<file path="src/rtl/mem_access_seq_if.sv">
// ---------------------------------------------------------------------------
// mem_access_seq_if
//
// Purpose:
//   Bundles the request/response handshake between the CPU control FSM and
//   the memory-access sequencer, together with the memory-port signals the
//   sequencer drives. This keeps the sequencer's port list to clk, rst_n and
//   one interface.
//
// Signal summary:
//   Request side : req_valid, req_ready, req_write, req_byte, req_sext,
//                  req_indirect, req_addr, req_wdata
//   Response side: rsp_valid, rsp_rdata, rsp_error, busy
//   Memory side  : mem_address, mem_rdata, mem_wdata, mem_read, mem_write,
//                  mem_byte_enable, mem_resp
//
// Modports:
//   slave  - the sequencer itself
//   master - the surrounding environment (control FSM plus memory)
// ---------------------------------------------------------------------------
interface mem_access_seq_if #(
    parameter int DATA_WIDTH = 16,
    parameter int ADDR_WIDTH = 16
);

    // Request from the control FSM
    logic                    req_valid;
    logic                    req_ready;
    logic                    req_write;
    logic                    req_byte;
    logic                    req_sext;
    logic                    req_indirect;
    logic [ADDR_WIDTH-1:0]   req_addr;
    logic [DATA_WIDTH-1:0]   req_wdata;

    // Response back to the control FSM
    logic                    rsp_valid;
    logic [DATA_WIDTH-1:0]   rsp_rdata;
    logic                    rsp_error;
    logic                    busy;

    // Memory port
    logic [ADDR_WIDTH-1:0]   mem_address;
    logic [DATA_WIDTH-1:0]   mem_rdata;
    logic [DATA_WIDTH-1:0]   mem_wdata;
    logic                    mem_read;
    logic                    mem_write;
    logic [DATA_WIDTH/8-1:0] mem_byte_enable;
    logic                    mem_resp;

    modport slave (
        input  req_valid, req_write, req_byte, req_sext, req_indirect,
               req_addr, req_wdata, mem_rdata, mem_resp,
        output req_ready, rsp_valid, rsp_rdata, rsp_error, busy,
               mem_address, mem_wdata, mem_read, mem_write, mem_byte_enable
    );

    modport master (
        output req_valid, req_write, req_byte, req_sext, req_indirect,
               req_addr, req_wdata, mem_rdata, mem_resp,
        input  req_ready, rsp_valid, rsp_rdata, rsp_error, busy,
               mem_address, mem_wdata, mem_read, mem_write, mem_byte_enable
    );

endinterface

</file>
<file path="src/rtl/mem_access_seq.sv">
// ---------------------------------------------------------------------------
// mem_access_seq
//
// Purpose:
//   Memory-access sequencer sitting between the multicycle CPU control FSM
//   and the memory port. It accepts one request at a time (load/store,
//   word/byte, direct/indirect), performs the optional pointer fetch, drives
//   the memory strobes with word-aligned addresses and byte lanes, enforces a
//   wait-state timeout and returns exactly one response per request.
//
// Parameters:
//   DATA_WIDTH     - word width in bits, multiple of 8 and >= 16
//   ADDR_WIDTH     - byte address width, equal to DATA_WIDTH since indirect
//                    pointers are full data words
//   TIMEOUT_CYCLES - wait cycles allowed per memory access; 0 disables
//
// Ports:
//   clk   - system clock, everything changes on the rising edge
//   rst_n - synchronous active-low reset
//   bus   - mem_access_seq_if slave modport (request, response, memory)
// ---------------------------------------------------------------------------
module mem_access_seq #(
    parameter int DATA_WIDTH     = 16,
    parameter int ADDR_WIDTH     = 16,
    parameter int TIMEOUT_CYCLES = 255
) (
    input  logic            clk,
    input  logic            rst_n,
    mem_access_seq_if.slave bus
);

    localparam int NB = DATA_WIDTH / 8;
    localparam int LB = $clog2(NB);

    // Counter is sized so it can hold TIMEOUT_CYCLES-1, the last legal
    // wait count; one extra cycle without mem_resp means a timeout.
    localparam int              CW      = (TIMEOUT_CYCLES < 2) ? 1 : $clog2(TIMEOUT_CYCLES + 1);
    localparam bit              TO_EN   = (TIMEOUT_CYCLES != 0);
    localparam logic [CW-1:0]   TO_LAST = CW'((TIMEOUT_CYCLES > 0) ? (TIMEOUT_CYCLES - 1) : 0);

    typedef enum logic [1:0] {
        IDLE,
        PTR_RD,
        ACCESS,
        RESP
    } state_t;

    state_t                  r_state;
    state_t                  w_nextState;

    logic                    r_write;
    logic                    r_byte;
    logic                    r_sext;
    logic [ADDR_WIDTH-1:0]   r_addr;
    logic [DATA_WIDTH-1:0]   r_wdata;
    logic [DATA_WIDTH-1:0]   r_result;
    logic                    r_error;
    logic [CW-1:0]           r_count;

    logic [LB-1:0]           w_lane;
    logic [ADDR_WIDTH-1:0]   w_alignedAddr;
    logic [7:0]              w_laneByte;
    logic [DATA_WIDTH-1:0]   w_loadValue;
    logic                    w_timeout;
    logic                    w_enterMem;

    logic                    w_reqReady;
    logic                    w_rspValid;
    logic [DATA_WIDTH-1:0]   w_rspRdata;
    logic                    w_rspError;
    logic                    w_memRead;
    logic                    w_memWrite;
    logic [NB-1:0]           w_memBe;
    logic [ADDR_WIDTH-1:0]   w_memAddr;
    logic [DATA_WIDTH-1:0]   w_memWdata;

    // r_addr holds the pointer address while in PTR_RD and is overwritten
    // with the fetched effective address, so one aligned view serves both
    // memory phases.
    assign w_lane        = r_addr[LB-1:0];
    assign w_alignedAddr = {r_addr[ADDR_WIDTH-1:LB], {LB{1'b0}}};

    // Pick the byte addressed by the lane bits out of the returned word.
    always_comb begin
        w_laneByte = bus.mem_rdata[7:0];
        for (int i = 0; i < NB; i++) begin
            if (w_lane == LB'(i)) begin
                w_laneByte = bus.mem_rdata[i*8 +: 8];
            end
        end
    end

    // Byte loads are widened with either sign or zero fill; word loads pass
    // straight through.
    assign w_loadValue = r_byte
        ? {{(DATA_WIDTH-8){r_sext & w_laneByte[7]}}, w_laneByte}
        : bus.mem_rdata;

    // A timeout fires on the last allowed wait cycle only if memory has not
    // answered in that same cycle, so a late mem_resp still completes.
    assign w_timeout = TO_EN && !bus.mem_resp && (r_count == TO_LAST);

    // Any transition into a memory phase restarts the wait counter.
    assign w_enterMem = (w_nextState != r_state) &&
                        ((w_nextState == PTR_RD) || (w_nextState == ACCESS));

    // State register. Reset drops straight to IDLE, abandoning any
    // in-flight transaction without producing a response.
    always_ff @(posedge clk) begin
        if (!rst_n) begin
            r_state <= IDLE;
        end else begin
            r_state <= w_nextState;
        end
    end

    // Next-state and output decode. Everything the memory sees comes from
    // the state and latched registers, so strobes, address and data stay
    // stable for the whole wait period and drop as soon as RESP is entered.
    always_comb begin
        w_nextState = r_state;
        w_reqReady  = 1'b0;
        w_rspValid  = 1'b0;
        w_rspRdata  = '0;
        w_rspError  = 1'b0;
        w_memRead   = 1'b0;
        w_memWrite  = 1'b0;
        w_memBe     = '1;
        w_memAddr   = '0;
        w_memWdata  = '0;

        unique case (r_state)
            IDLE: begin
                w_reqReady = 1'b1;
                if (bus.req_valid) begin
                    w_nextState = bus.req_indirect ? PTR_RD : ACCESS;
                end
            end

            PTR_RD: begin
                w_memRead = 1'b1;
                w_memAddr = w_alignedAddr;
                if (bus.mem_resp) begin
                    w_nextState = ACCESS;
                end else if (w_timeout) begin
                    w_nextState = RESP;
                end
            end

            ACCESS: begin
                w_memAddr = w_alignedAddr;
                if (r_write) begin
                    w_memWrite = 1'b1;
                    if (r_byte) begin
                        w_memWdata = {NB{r_wdata[7:0]}};
                        w_memBe    = NB'(1) << w_lane;
                    end else begin
                        w_memWdata = r_wdata;
                    end
                end else begin
                    w_memRead = 1'b1;
                end
                if (bus.mem_resp || w_timeout) begin
                    w_nextState = RESP;
                end
            end

            RESP: begin
                w_rspValid  = 1'b1;
                w_rspRdata  = r_result;
                w_rspError  = r_error;
                w_nextState = IDLE;
            end

            default: begin
                w_nextState = IDLE;
            end
        endcase
    end

    // Request fields are captured on acceptance; the effective address is
    // replaced by the fetched pointer, and the result/error pair is captured
    // when the access completes or times out. Stores always report zero.
    always_ff @(posedge clk) begin
        if (!rst_n) begin
            r_write  <= 1'b0;
            r_byte   <= 1'b0;
            r_sext   <= 1'b0;
            r_addr   <= '0;
            r_wdata  <= '0;
            r_result <= '0;
            r_error  <= 1'b0;
        end else begin
            unique case (r_state)
                IDLE: begin
                    if (bus.req_valid) begin
                        r_write <= bus.req_write;
                        r_byte  <= bus.req_byte;
                        r_sext  <= bus.req_sext;
                        r_addr  <= bus.req_addr;
                        r_wdata <= bus.req_wdata;
                    end
                end

                PTR_RD: begin
                    if (bus.mem_resp) begin
                        r_addr <= ADDR_WIDTH'(bus.mem_rdata);
                    end else if (w_timeout) begin
                        r_result <= '0;
                        r_error  <= 1'b1;
                    end
                end

                ACCESS: begin
                    if (bus.mem_resp) begin
                        r_result <= r_write ? '0 : w_loadValue;
                        r_error  <= 1'b0;
                    end else if (w_timeout) begin
                        r_result <= '0;
                        r_error  <= 1'b1;
                    end
                end

                default: begin
                end
            endcase
        end
    end

    // Wait-cycle counter: cleared on entry to a memory phase and advanced
    // on every cycle memory keeps us waiting.
    always_ff @(posedge clk) begin
        if (!rst_n) begin
            r_count <= '0;
        end else if (w_enterMem) begin
            r_count <= '0;
        end else if (TO_EN && ((r_state == PTR_RD) || (r_state == ACCESS)) && !bus.mem_resp) begin
            r_count <= r_count + 1'b1;
        end
    end

    assign bus.req_ready       = w_reqReady;
    assign bus.busy            = (r_state != IDLE);
    assign bus.rsp_valid       = w_rspValid;
    assign bus.rsp_rdata       = w_rspRdata;
    assign bus.rsp_error       = w_rspError;
    assign bus.mem_read        = w_memRead;
    assign bus.mem_write       = w_memWrite;
    assign bus.mem_byte_enable = w_memBe;
    assign bus.mem_address     = w_memAddr;
    assign bus.mem_wdata       = w_memWdata;

endmodule

</file>
<file path="src/flat_wrapper.sv">
// flat-port wrapper written by rule: the top's interface ports become plain ports
module mem_access_seq_flat 
#(
    parameter int DATA_WIDTH     = 16,
    parameter int ADDR_WIDTH     = 16,
    parameter int TIMEOUT_CYCLES = 255
)
  (clk, rst_n, bus_req_valid, bus_req_write, bus_req_byte, bus_req_sext, bus_req_indirect, bus_req_addr, bus_req_wdata, bus_mem_rdata, bus_mem_resp, bus_req_ready, bus_rsp_valid, bus_rsp_rdata, bus_rsp_error, bus_busy, bus_mem_address, bus_mem_wdata, bus_mem_read, bus_mem_write, bus_mem_byte_enable);
  mem_access_seq_if #(.DATA_WIDTH(DATA_WIDTH), .ADDR_WIDTH(ADDR_WIDTH)) bus_i ();
  input  logic clk;
  input  logic rst_n;
  input wire logic [$bits(bus_i.req_valid)-1:0] bus_req_valid;
  input wire logic [$bits(bus_i.req_write)-1:0] bus_req_write;
  input wire logic [$bits(bus_i.req_byte)-1:0] bus_req_byte;
  input wire logic [$bits(bus_i.req_sext)-1:0] bus_req_sext;
  input wire logic [$bits(bus_i.req_indirect)-1:0] bus_req_indirect;
  input wire logic [$bits(bus_i.req_addr)-1:0] bus_req_addr;
  input wire logic [$bits(bus_i.req_wdata)-1:0] bus_req_wdata;
  input wire logic [$bits(bus_i.mem_rdata)-1:0] bus_mem_rdata;
  input wire logic [$bits(bus_i.mem_resp)-1:0] bus_mem_resp;
  output wire logic [$bits(bus_i.req_ready)-1:0] bus_req_ready;
  output wire logic [$bits(bus_i.rsp_valid)-1:0] bus_rsp_valid;
  output wire logic [$bits(bus_i.rsp_rdata)-1:0] bus_rsp_rdata;
  output wire logic [$bits(bus_i.rsp_error)-1:0] bus_rsp_error;
  output wire logic [$bits(bus_i.busy)-1:0] bus_busy;
  output wire logic [$bits(bus_i.mem_address)-1:0] bus_mem_address;
  output wire logic [$bits(bus_i.mem_wdata)-1:0] bus_mem_wdata;
  output wire logic [$bits(bus_i.mem_read)-1:0] bus_mem_read;
  output wire logic [$bits(bus_i.mem_write)-1:0] bus_mem_write;
  output wire logic [$bits(bus_i.mem_byte_enable)-1:0] bus_mem_byte_enable;
  assign bus_i.req_valid = bus_req_valid;
  assign bus_i.req_write = bus_req_write;
  assign bus_i.req_byte = bus_req_byte;
  assign bus_i.req_sext = bus_req_sext;
  assign bus_i.req_indirect = bus_req_indirect;
  assign bus_i.req_addr = bus_req_addr;
  assign bus_i.req_wdata = bus_req_wdata;
  assign bus_i.mem_rdata = bus_mem_rdata;
  assign bus_i.mem_resp = bus_mem_resp;
  assign bus_req_ready = bus_i.req_ready;
  assign bus_rsp_valid = bus_i.rsp_valid;
  assign bus_rsp_rdata = bus_i.rsp_rdata;
  assign bus_rsp_error = bus_i.rsp_error;
  assign bus_busy = bus_i.busy;
  assign bus_mem_address = bus_i.mem_address;
  assign bus_mem_wdata = bus_i.mem_wdata;
  assign bus_mem_read = bus_i.mem_read;
  assign bus_mem_write = bus_i.mem_write;
  assign bus_mem_byte_enable = bus_i.mem_byte_enable;
  mem_access_seq #(.DATA_WIDTH(DATA_WIDTH), .ADDR_WIDTH(ADDR_WIDTH), .TIMEOUT_CYCLES(TIMEOUT_CYCLES)) u_core (.clk(clk), .rst_n(rst_n), .bus(bus_i));
endmodule
</file>
<file path="config.mk">
export PLATFORM = sky130hd
export DESIGN_NAME = mem_access_seq_flat
export DESIGN_NICKNAME = d
export VERILOG_FILES = /design/src/rtl/mem_access_seq_if.sv /design/src/rtl/mem_access_seq.sv /design/src/flat_wrapper.sv
export SDC_FILE = /design/constraint.sdc
export NUM_CORES = 1
export LEC_CHECK = 0
export CAP_MARGIN = 20
export CORE_AREA = 2 2 112 71
export DETAILED_ROUTE_END_ITERATION = 8
export DIE_AREA = 0 0 114 73
export PLACE_DENSITY_LB_ADDON = 0.1
export SETUP_SLACK_MARGIN = 0.02
export SLEW_MARGIN = 15
export SYNTH_ARGS = -nofsm -noshare
export SYNTH_HDL_FRONTEND = slang
export SYNTH_SLANG_ARGS = --single-unit
</file>
<file path="constraint.sdc">
create_clock -name clk -period 2.4 [get_ports clk]
set_input_delay 0.6 -clock clk [delete_from_list [all_inputs] [get_ports clk]]
set_output_delay 0.6 -clock clk [all_outputs]
set_load 0.005 [all_outputs]
</file>
Yosys cells after proc, flatten, opt, wreduce, memory -nomap -nowiden:

Cells that the tools add are included.

* register bits after elaboration: 62
* bits of input ports: 56
* output and inout port bits: 56
* word-level logic and storage cells: 74

* add/subtract/negate cells: 1
* equality and inequality tests: 10
* shifts and indexed selects: 1
* mux-type cells: 35
* bitwise logic cells: 2
* reduce and logical (&&, ||, !) cells: 16

Operator list (number)
* 16-bit two-way mux: 12
* 16-bit one-hot mux with 2 select lines: 2
* 2-bit two-way mux: 8
* 1-bit two-way mux: 9
* 8-bit by 1-bit adder with 8-bit output, second input constant: 1
* 8-bit == test, second input constant: 1
* 8-bit two-way mux: 1
* 2-bit one-hot mux with 4 select lines: 1
* 2-bit == test, second input constant: 3
* 2-bit inequality test, second input constant: 3
* 2-bit nonzero test: 3
* 2-bit by 1-bit == test with 1-bit output, second input constant: 2
* 1-bit one-hot mux with 2 select lines: 2
* 2-bit AND reduction: 2
* 2-bit OR reduction: 2
* 1-bit logical AND: 3
* 1-bit logical OR: 3
* 3-bit AND reduction: 1
* 2-bit zero test: 1
* 2-bit inequality test: 1
* 1-bit by 1-bit << shifter with 2-bit output, first input constant: 1
* 1-bit AND: 1
* 1-bit zero test: 1
* 1-bit inverter: 1

Logic depth before layout (Yosys ltp):

* word-level depth: 9
* gate-level depth with buffers: 9
* depth with buffers taken out: 7

Worst setup path after synthesis:

OpenSTA, ideal clock, no wires.

* path type: register -> output
* from: register u_core.r_state[1]
* to: output port bus_mem_read
* arrival: 1.361 ns
* data required time: 1.800 ns
* path slack: 0.439 ns
* cell stages (with the launch flop): 7
* buffers on the path: 3
* cells stage by stage: dfxtp_1 > inv_1 > ha_1 > buf_4 > buf_2 > buf_4 > o21a_1

* cells in the longest elaborated chain, start to end: 2
* elaborated cells between the ends (all ways): 3
* those cells by class: eq/ne: 2; mux: 1

RTL lines
* start, declared: line mem_access_seq.sv:48 `state_t r_state;`
* start signal, assigned: line mem_access_seq.sv:113 `r_state <= w_nextState;`
* 2-bit == test or 2-bit by 1-bit == test with 1-bit output (tied branches): line mem_access_seq.sv:132 `unique case (r_state)`
* 1-bit one-hot mux with 2 select lines *: line mem_access_seq.sv:132
* end, declared: line flat_wrapper.sv:28 `output wire logic [$bits(bus_i.mem_read)-1:0] bus_mem_read;`

Mark *: on every way between the ends. The rest lies on a longest branch, timed or not.

Worst setup path after layout:

* from: register u_core.r_state[1]
* to: output port bus_mem_wdata[10]

* cells in the longest elaborated chain, start to end: 2

RTL lines
* 2-bit == test: line mem_access_seq.sv:132
* 16-bit two-way mux: line mem_access_seq.sv:132
* end, declared: line flat_wrapper.sv:27 `output wire logic [$bits(bus_i.mem_wdata)-1:0] bus_mem_wdata;`

No other way between the ends.

==> flow_summary.ini <==
[global_routing]
grt_use_total = 0.2388
grt_pass1_wl_mm = 15.49
grt_max_degree = 40
overflow = 0
grt_pass1_vias = 3095
grt_use_met2 = 0.3770
grt-busiest-layer = met2
met1_usage = 0.3267
antenna_found_initial = 0
grtUsageMet3 = 0.05980

[routing]
drt_iter0_markers = 180
finalWirelength_mm = 9.656
viasPerCell = 5.285
drtAntennaViolNets = 0
drc_errors = 0
vias = 3176
wl_per_cell_um = 16.07
drt_first_pass_iters = 4

[sta]
rsz0062_at_grt = yes
hold_violations = 0
fin_crit_sh = 0.9739
slew_headroom = 0.5806
whs_ns = 0.4567
min_period_ns = 2.337
max_slew.worst_pin.slew_ns = 0.6279
clock_skew_ns = 0.005234
setup_violations = 0
slew_viol_final = 0
fmax_mhz = 427.8

[placement]
place_area_um2 = 4496
place.port_buffers = 110
place_inst = 585
gp_congestion = 0.7807
dpl.hpwl_mm = 6.653

[synthesis]
syn_nets = 446
async_flop_share = 0
synth_area_leaders = dfxtp_1 39%, mux2i_1 7.5%, and2_1 6.4%, a21oi_1 5.8%, nand2_1 5.6%
synth.distinct_cells = 44
netlist_area_um2 = 3202
synth_cells = 384
synthFlopType = dfxtp_1
yosys-top-cells-count = 62 x dfxtp_1, 48 x nand2_1, 40 x nor2_1
yosys_warnings = 0
synth_top_area_cell = dfxtp_1
postSynthAreaPerCell_um2 = 8.338
synth_enable_flop_cells = 0
ys_ff_latch = 62
ys_seq_area_frac = 0.3877
synth.most_common_cell = dfxtp_1
synth_top_area_frac = 0.3877

[layout]
n_antenna_cell = 0
fin_nets = 566
stdcell_area_um2 = 4873
drive_gt1_frac = 0.1341
area_growth_pct = 52.21
instances_no_fill = 601

[pwr]
fin_total_pwr_uw = 4832
cellPowerDensity_nw_per_um2 = 991.6
vdd_drop_max_v = 0.0005412
p_leak_uw = 0.002091

[worst_setup_path]
crit_fanout = 9
worst_setup_path_end_kind = output pin
startpoint_type = flop
critical_path_class = flop to output pin
cp.arrival_ns = 1.74
critPathRequiredTime_ns = 1.80

[clocking]
cts_buffers = 9
cts_sinks = 62
cts_root_buf = clkbuf_16
clockBufferDepth = 2
htree_levels = 3
cts_tree = done
clock_latency_ns = 0.33
cts.clk_slew.worst_paths_ns = 0.05

[die]
floorplan.die_area_um2 = 8322
pin_count = 112
start_util = 0.4301
core_area_um2 = 7445
die_x_um = 114
die_h_um = 73
rows = 25

[job]
maxCapViolations = 0

[min_path]
hold_path.class = flop to flop

[run_status]
outcome = finished clean
[routing by layer]
metal	wire, um	share of wire	vias up
met5	0	0	-
met4	116	0.012	0
met3	613	0.063	14
met2	4351	0.45	105
met1	4574	0.47	1475
li1	-	-	1582
[metrics by stage]
stage | setup TNS [ns] | setup WS, ns | utilization
2_1_floorplan | 0 | 0.4389 | -
3_3_place_gp | 0 | 0.04497 | 0.6039
3_5_place_dp | -0.1216 | -0.03240 | 0.6039
4_1_cts | 0 | 0.02219 | 0.6464
5_1_grt | 0 | 0.01185 | 0.6546
6_report | 0 | 0.06253 | 0.6546
[kinds of logic (layout without fill, tap and decap cells)]
logic type,after synthesis,count (layout),share of synthesized area
multiplexers,33,33,0.1067
other,1,1,0.001171
AND/OR/NAND/NOR,155,155,0.2345
AO/OA/AOI/OAI,88,88,0.1821
XOR/XNOR,7,7,0.01915
adder cells (fa/ha/maj),6,6,0.02345
buffers and inverters,32,155,0.04533
flip-flops,62,62,0.3877
[flip-flops by register name, summed over array words and instances (netlist names)]
register         count
u_core.r_addr       16
u_core.r_byte        1
u_core.r_count       8
u_core.r_error       1
u_core.r_result     16
u_core.r_sext        1
u_core.r_state       2
u_core.r_wdata      16
u_core.r_write       1
[critical path: stages (launching register included)]
cell	delay, ns
dfxtp_4	0.38
buf_4	0.13
ha_4	0.18
nand2_8	0.09
nor2_2	0.13
clkdlybuf4s50_1	0.50
[repair_timing]
item | in CTS | in global routing
hold buffers | 0 | 0
gates resized for setup | 39 | 18
buffers inserted | 1 | 1
pin swaps | 1 | 0
endpoints found under the setup margin | 43 | 24
[worst paths after layout]
path,startpoint,end,slack (ns),cells after the start
max,u_core.r_state[1],bus_mem_wdata[10],0.06,5
min,u_core.r_wdata[8],u_core.r_wdata[8],0.46,2
min reg2reg,u_core.r_wdata[8],u_core.r_wdata[8],0.46,2
max reg2reg,u_core.r_state[1],u_core.r_count[7],0.24,8
[area by class of cell]
| cell class | instances | area, um2 |
|---|---|---|
| fill | 648 | 2571 |
| multi-input combinational | 290 | 1884 |
| timing repair buffer | 135 | 1328 |
| sequential | 62 | 1246 |
| clock buffer | 13 | 270.3 |
| tap | 94 | 117.6 |
| inverter | 6 | 22.52 |
| clock inverter | 1 | 5.005 |
[power by group]
group / total, uW / internal (uW) / leakage (uW) / switching [uW]
Clock: 1200 / 769 / 0.000138 / 429
Combinational: 2180 / 1010 / 0.00145 / 1160
Sequential: 1460 / 1290 / 0.000508 / 164
[placed cells by master (no fill, tap or decap), types with 8 or more instances in the layout]
cell type,netlist,layout
a22oi_1,8,8
nor2_1,40,37
clkbuf_16,0,9
mux2i_1,24,24
buf_4,4,20
and2_1,33,32
dlygate4sd2_1,0,22
a211oi_1,23,23
and3_1,8,8
nor4_1,8,8
dlymetal6s2s_1,0,12
o21ai_0,9,9
a21oi_1,37,37
mux2_2,9,9
nand2_1,48,47
dfxtp_1,62,60
clkdlybuf4s50_1,0,75
No activity file was read; power rests on OpenSTA's default activity.
